$ cat config.mk
export PLATFORM = sky130hd
export DESIGN_NAME = uart_tx_arbiter_flat
export DESIGN_NICKNAME = d
export VERILOG_FILES = /design/src/rtl/uart_tx_arbiter_if.sv /design/src/rtl/uart_tx_arbiter.sv /design/src/flat_wrapper.sv
export SDC_FILE = /design/constraint.sdc
export NUM_CORES = 1
export LEC_CHECK = 0
export CORE_UTILIZATION = 44
export DETAILED_ROUTE_END_ITERATION = 10
export PLACE_DENSITY = 0.79
export SLEW_MARGIN = 10
export SYNTH_ARGS = -nofsm -noshare
export SYNTH_HDL_FRONTEND = slang
export SYNTH_SLANG_ARGS = --single-unit
$ cat constraint.sdc
create_clock -name clk -period 2.5 [get_ports clk]
set_clock_uncertainty 0.1 [all_clocks]
set_input_delay 0.375 -clock clk [delete_from_list [all_inputs] [get_ports clk]]
set_output_delay 0.375 -clock clk [all_outputs]
set_load 0.03 [all_outputs]
$ cat src/rtl/uart_tx_arbiter_if.sv
// Bus between the four byte requesters, the arbiter and the shared uart_tx.
// The master side belongs to the requesters and observers.
// The slave side belongs to the arbiter.
interface uart_tx_arbiter_if;
  logic [3:0]  req;
  logic [31:0] req_data;
  logic [3:0]  grant;
  logic [7:0]  pi_data;
  logic        pi_flag;
  logic        busy;

  modport master (
    output req,
    output req_data,
    input  grant,
    input  pi_data,
    input  pi_flag,
    input  busy
  );

  modport slave (
    input  req,
    input  req_data,
    output grant,
    output pi_data,
    output pi_flag,
    output busy
  );
endinterface

$ cat src/rtl/uart_tx_arbiter.sv
// Round-robin scheduler that shares one uart_tx among four byte sources.
// uart_tx reports neither busy nor done, so the arbiter times each frame
// itself. A frame lasts one frame time plus a few guard clocks.
module uart_tx_arbiter #(
  parameter int clk_frequence = 5_000_000,
  parameter int baud_rate     = 9600,
  parameter int FRAME_BITS    = 10,
  parameter int GUARD_CYCLES  = 2
) (
  input  logic              clk,
  input  logic              rst,
  uart_tx_arbiter_if.slave  bus
);

  localparam int BIT_CYCLES   = clk_frequence / baud_rate;
  localparam int FRAME_CYCLES = BIT_CYCLES * FRAME_BITS;
  localparam int HOLD         = FRAME_CYCLES + GUARD_CYCLES;
  localparam int CW           = (HOLD > 1) ? $clog2(HOLD) : 1;
  localparam logic [CW-1:0] LAST_COUNT = CW'(HOLD - 1);

  typedef enum logic {
    ST_IDLE = 1'b0,
    ST_WAIT = 1'b1
  } state_t;

  state_t        state;
  state_t        next_state;
  logic [CW-1:0] counter;
  logic [1:0]    last;
  logic [1:0]    winner;
  logic [1:0]    scan_idx;
  logic          found;
  logic          launch;
  logic          frame_done;

  logic [3:0]    grant_q;
  logic [7:0]    pi_data_q;
  logic          pi_flag_q;
  logic          busy_q;

  logic [3:0]    grant_next;
  logic [7:0]    pi_data_next;
  logic          pi_flag_next;
  logic          busy_next;

  assign frame_done  = (state == ST_WAIT) && (counter == LAST_COUNT);
  assign launch      = (state == ST_IDLE) && (|bus.req);

  assign bus.grant   = grant_q;
  assign bus.pi_data = pi_data_q;
  assign bus.pi_flag = pi_flag_q;
  assign bus.busy    = busy_q;

  // Pick the first requester after the last winner, wrapping round to it last.
  always_comb begin
    winner   = last;
    found    = 1'b0;
    scan_idx = 2'd0;
    for (int k = 1; k <= 4; k++) begin
      scan_idx = last + 2'(k);
      if (!found && bus.req[scan_idx]) begin
        winner = scan_idx;
        found  = 1'b1;
      end
    end
  end

  // Reset wins over everything. The frame counter runs only while waiting.
  always_ff @(posedge clk) begin
    if (rst) begin
      state   <= ST_IDLE;
      counter <= '0;
      last    <= 2'd3;
    end else begin
      state <= next_state;
      if (launch) begin
        counter <= '0;
        last    <= winner;
      end else if (state == ST_WAIT && !frame_done) begin
        counter <= counter + 1'b1;
      end else begin
        counter <= '0;
      end
    end
  end

  // Leave idle on any request; return once the frame and guard time have elapsed.
  always_comb begin
    next_state = state;
    case (state)
      ST_IDLE: if (|bus.req)  next_state = ST_WAIT;
      ST_WAIT: if (frame_done) next_state = ST_IDLE;
      default: next_state = ST_IDLE;
    endcase
  end

  // Next values of the registered outputs. pi_data keeps the last launched byte.
  always_comb begin
    grant_next   = 4'b0000;
    pi_flag_next = launch;
    busy_next    = launch || (state == ST_WAIT && !frame_done);
    pi_data_next = pi_data_q;
    if (launch) begin
      grant_next[winner] = 1'b1;
      pi_data_next       = bus.req_data[{winner, 3'b000} +: 8];
    end
  end

  // Outputs are registered so that grant and pi_flag stay coincident and glitch-free.
  always_ff @(posedge clk) begin
    if (rst) begin
      grant_q   <= 4'b0000;
      pi_data_q <= 8'h00;
      pi_flag_q <= 1'b0;
      busy_q    <= 1'b0;
    end else begin
      grant_q   <= grant_next;
      pi_data_q <= pi_data_next;
      pi_flag_q <= pi_flag_next;
      busy_q    <= busy_next;
    end
  end

endmodule
$ cat src/flat_wrapper.sv
// flat-port wrapper written by rule: the top's interface ports become plain ports
module uart_tx_arbiter_flat 
#(
  parameter int clk_frequence = 5_000_000,
  parameter int baud_rate     = 9600,
  parameter int FRAME_BITS    = 10,
  parameter int GUARD_CYCLES  = 2
)
  (clk, rst, bus_req, bus_req_data, bus_grant, bus_pi_data, bus_pi_flag, bus_busy);
  uart_tx_arbiter_if bus_i ();
  input  logic clk;
  input  logic rst;
  input wire logic [$bits(bus_i.req)-1:0] bus_req;
  input wire logic [$bits(bus_i.req_data)-1:0] bus_req_data;
  output wire logic [$bits(bus_i.grant)-1:0] bus_grant;
  output wire logic [$bits(bus_i.pi_data)-1:0] bus_pi_data;
  output wire logic [$bits(bus_i.pi_flag)-1:0] bus_pi_flag;
  output wire logic [$bits(bus_i.busy)-1:0] bus_busy;
  assign bus_i.req = bus_req;
  assign bus_i.req_data = bus_req_data;
  assign bus_grant = bus_i.grant;
  assign bus_pi_data = bus_i.pi_data;
  assign bus_pi_flag = bus_i.pi_flag;
  assign bus_busy = bus_i.busy;
  uart_tx_arbiter #(.clk_frequence(clk_frequence), .baud_rate(baud_rate), .FRAME_BITS(FRAME_BITS), .GUARD_CYCLES(GUARD_CYCLES)) u_core (.clk(clk), .rst(rst), .bus(bus_i));
endmodule
==> summary.md <==
| Metric | Value |
|---|---|
| Hold violation count in the final report | 0 |
| Num ports | 52 |
| Number of synthesized flops with an enable pin | 0 |
| First-pass GRT wire length | 5270 um |
| Upper clock frequency limit | 0.478 GHz |
| Final slew viol count | 0 |
| Maximum number of pins on one net before global-route repair | 20 |
| Root Buffer | sky130_fd_sc_hd__clkbuf_4 |
| Final total power | 1210 uW |
| Startpoint types | register |
| Placement-stage worst setup slack | 0.0695 ns |
| Type of the worst setup path | reg2reg |
| H-Tree Level Count | 2 |
| Buffer levels on the longest clock path | 2 |
| Count of standard-cell rows | 20 |
| Busiest layer in global routing | met2 |
| Crit path setup slack, layout | 0.406 ns |
| Post-layout instance area | 0.00198 mm^2 |
| Number of diodes added for antenna fixing | 0 |
| Post-placement cell area | 0.00193 mm^2 |
| GR Layer Usage met2 | 38.4% |
| Fraction of layout cells with a size suffix above 1 | 9.60% |
| Sequence of cells on the critical path | mux2i_1 > nor2_1 > a311oi_4 > buf_4 > mux2i_1 > o221ai_1 |
| Static leakage | 0.000779 uW |
| Min-delay worst type | reg2reg |
| Power per cell area | 611 mW/mm^2 |
| 1st-iter DRT viols | 35 |
| Portion of total power attributed to the clock network | 23.2% |
| Antenna-violating nets left | 0 |
| Post-DR wirelength/cell | 13.6 um |
| Filler Cells Inserted | 277 |
| Yosys top cell area share | 41.2% |
| Max rail drop VDD | 0.331 mV |
| Net count of the finished layout | 238 |
| Flop pwr share | 44.4% |
| Vias post-DR | 1251 |
| Finished Core Util | 65.0% |
| Headroom to the max-slew limit | 64.9% |
| Width of the chip | 58.6 um |
| Total routed wirelength | 3290 um |
| CP max FO | 19 |
| Mean instance size in the synthesized netlist | 9.72 um^2 |
| Maximum cell stage delay along the critical path | 0.52 ns |
| Clock tree from TritonCTS | yes |
| Net count after synthesis | 185 |
| Sequential share of the synthesized area | 41.2% |
| Post-CTS Hold Fix Bufs | 0 |
| Area growth from synthesis to layout | 40.6% |
| Cell-internal power | 835 uW |
| Tmin final | 2.09 ns |
| First-pass iteration count of the detailed router | 4 |
| Die span in y | 58.6 um |
| Result of the run | finished, final reports clean |
| CP most frequent cell | sky130_fd_sc_hd__mux2i_1 |
| Global routing usage summed across all routing layers | 20.5% |
| Number of antenna violations at the first check in global routing | 0 |
| Final critical-path share of the clock period | 83.8% |
| FFs w/ async S/R, synth | 0% |
| Most common cell in the synthesized netlist | sky130_fd_sc_hd__dfxtp_1 |
| Synth top area cells | sky130_fd_sc_hd__dfxtp_1 41%, sky130_fd_sc_hd__mux2i_1 11%, sky130_fd_sc_hd__xor2_1 5.6%, sky130_fd_sc_hd__nor2_1 5.1%, sky130_fd_sc_hd__o221ai_1 4.3% |
| Element type at the critical path end | register |
| Standard cell with the maximum stage delay on the critical path | sky130_fd_sc_hd__dfxtp_1 |
| GP Congestion | 0.707 |
| Switching power share of the total | 31.1% |
| Number of violations of the max-capacitance limit | 0 |
| Post-synthesis cell area | 0.00141 mm^2 |
| GR met3 Demand/Resource | 7.47% |
| Clk slew on worst S/H paths | 0.09 ns |
| Initial Util | 46.2% |
| Most numerous cell types in the synthesized netlist | 29 x sky130_fd_sc_hd__dfxtp_1, 19 x sky130_fd_sc_hd__nor2_1, 16 x sky130_fd_sc_hd__mux2i_1 |
| Number of global-route vias before repair | 1229 |
| Placeable core region | 0.00305 mm^2 |
| Count of clock tree sinks | 29 |
| Drt drc | 0 |
| Post-CTS setup-driven buffer insertion count | 0 |
| Number of buffers created by CTS | 5 |
| Post-synth cell types | 41 |
| Combinational group share of total power | 32.4% |
| WP data arrival | 2.18 ns |
| Transition at the pin with the smallest max-transition slack | 0.524 ns |
| Data required time at the worst endpoint | 2.59 ns |
| Number of gates resized after CTS | 0 |
| Buffers plus inverters on the worst setup path | 1 |
| Top flip-flop cell by instance count after synthesis | sky130_fd_sc_hd__dfxtp_1 |
| Setup violations, final | 0 |
| Setup repair after global routing missed its margin | false |
| Post-synthesis sequential element count | 29 |
| Met1 demand-to-capacity share in global routing | 21.2% |
| Warning count from the yosys run | 0 |
| Remaining global-route overflow | 0 |
| Post-synth top area cell | sky130_fd_sc_hd__dfxtp_1 |
| Source-to-sink clock delay at the later pin of the worst-skew pair | 0.32 ns |
| Instance count of the mapped netlist | 145 |
| Aggregate negative setup slack | 0 ns |
| Detailed placement HPWL | 2540 um |
| P_sw | 377 uW |
| Number of vias per cell after detailed routing | 5.17 |
| Overall die area | 0.00344 mm^2 |
| Worst path top cell family by delay | flip-flops |
| Count of buffers inserted at the top-level ports | 51 |
## placed cells by master, fill, tap and decap left out, types with 3 or more instances in the layout
| master | Yosys | routed |
|---|---|---|
| sky130_fd_sc_hd__inv_1 | 3 | 3 |
| sky130_fd_sc_hd__o221ai_1 | 7 | 7 |
| sky130_fd_sc_hd__xor2_1 | 9 | 9 |
| sky130_fd_sc_hd__nand3_1 | 7 | 7 |
| sky130_fd_sc_hd__nor2_1 | 19 | 19 |
| sky130_fd_sc_hd__dfxtp_1 | 29 | 29 |
| sky130_fd_sc_hd__clkdlybuf4s50_1 | 0 | 51 |
| sky130_fd_sc_hd__mux2i_1 | 16 | 16 |
| sky130_fd_sc_hd__nand2_1 | 12 | 12 |
| sky130_fd_sc_hd__clkbuf_4 | 0 | 5 |
## worst paths after layout
| check | start | to | slack [ns] | cells past startpoint |
|---|---|---|---|---|
| hold reg to reg | u_core.counter[0] | u_core.counter[0] | 0.36 | 1 |
| hold / removal | u_core.counter[0] | u_core.counter[0] | 0.36 | 1 |
| setup / recovery | u_core.last[1] | u_core.bus.pi_data[3] | 0.41 | 6 |
| setup reg to reg | u_core.last[1] | u_core.bus.pi_data[3] | 0.41 | 6 |
## area by class of cell
type	count	area, um^2	share of cell area [%]
inverter	3	11.3	0.568
timing repair buffer	53	526	26.5
tap	44	55.1	2.78
clock buffer	7	55.1	2.78
sequential	29	581	29.3
multi-input combinational	106	756	38.1
## routing by layer
layer  vias up  share of wire (%)
li1        614                  -
met1       592                 39
met2        39                 51
met3         6                8.2
met4         0                1.2
met5         -                  0
## power by group through the flow
stage | sequential [uW] | combinational (uW) | clock, uW
final | 538 | 392 | 282
after detailed placement | 549 | 396 | 0
after global routing | 543 | 418 | 314
after floorplan | 611 | 190 | 0
after CTS | 538 | 397 | 296
after global placement | 545 | 384 | 0
## flip-flops by register name, summed over array words and instances (netlist names)
signal and count:
u_core.bus.grant 4, u_core.bus.pi_flag 1, u_core.counter 13, u_core.bus.pi_data 8, u_core.state 1, u_core.last 2
## cell families (layout without fill, tap and decap cells)
logic type	Yosys count	after routing	share of synthesized area [%]
and+or+nand+nor	61	61	22.6
adders and majority gates	2	2	1.77
DFF	29	29	41.2
buffers and inverters	10	63	6.03
AOI/OAI and AO/OA	15	15	9.40
muxes	17	17	12.2
xor gates and xnor gates	11	11	6.83
## per-stage QoR
step	hold WS (ns)	cells
detailed placement	0.346	235
global route	0.404	242
CTS	0.369	242
floorplan	0.329	145
finish	0.359	242
global placement	0.342	235
Power figures use the tool's default switching activity.
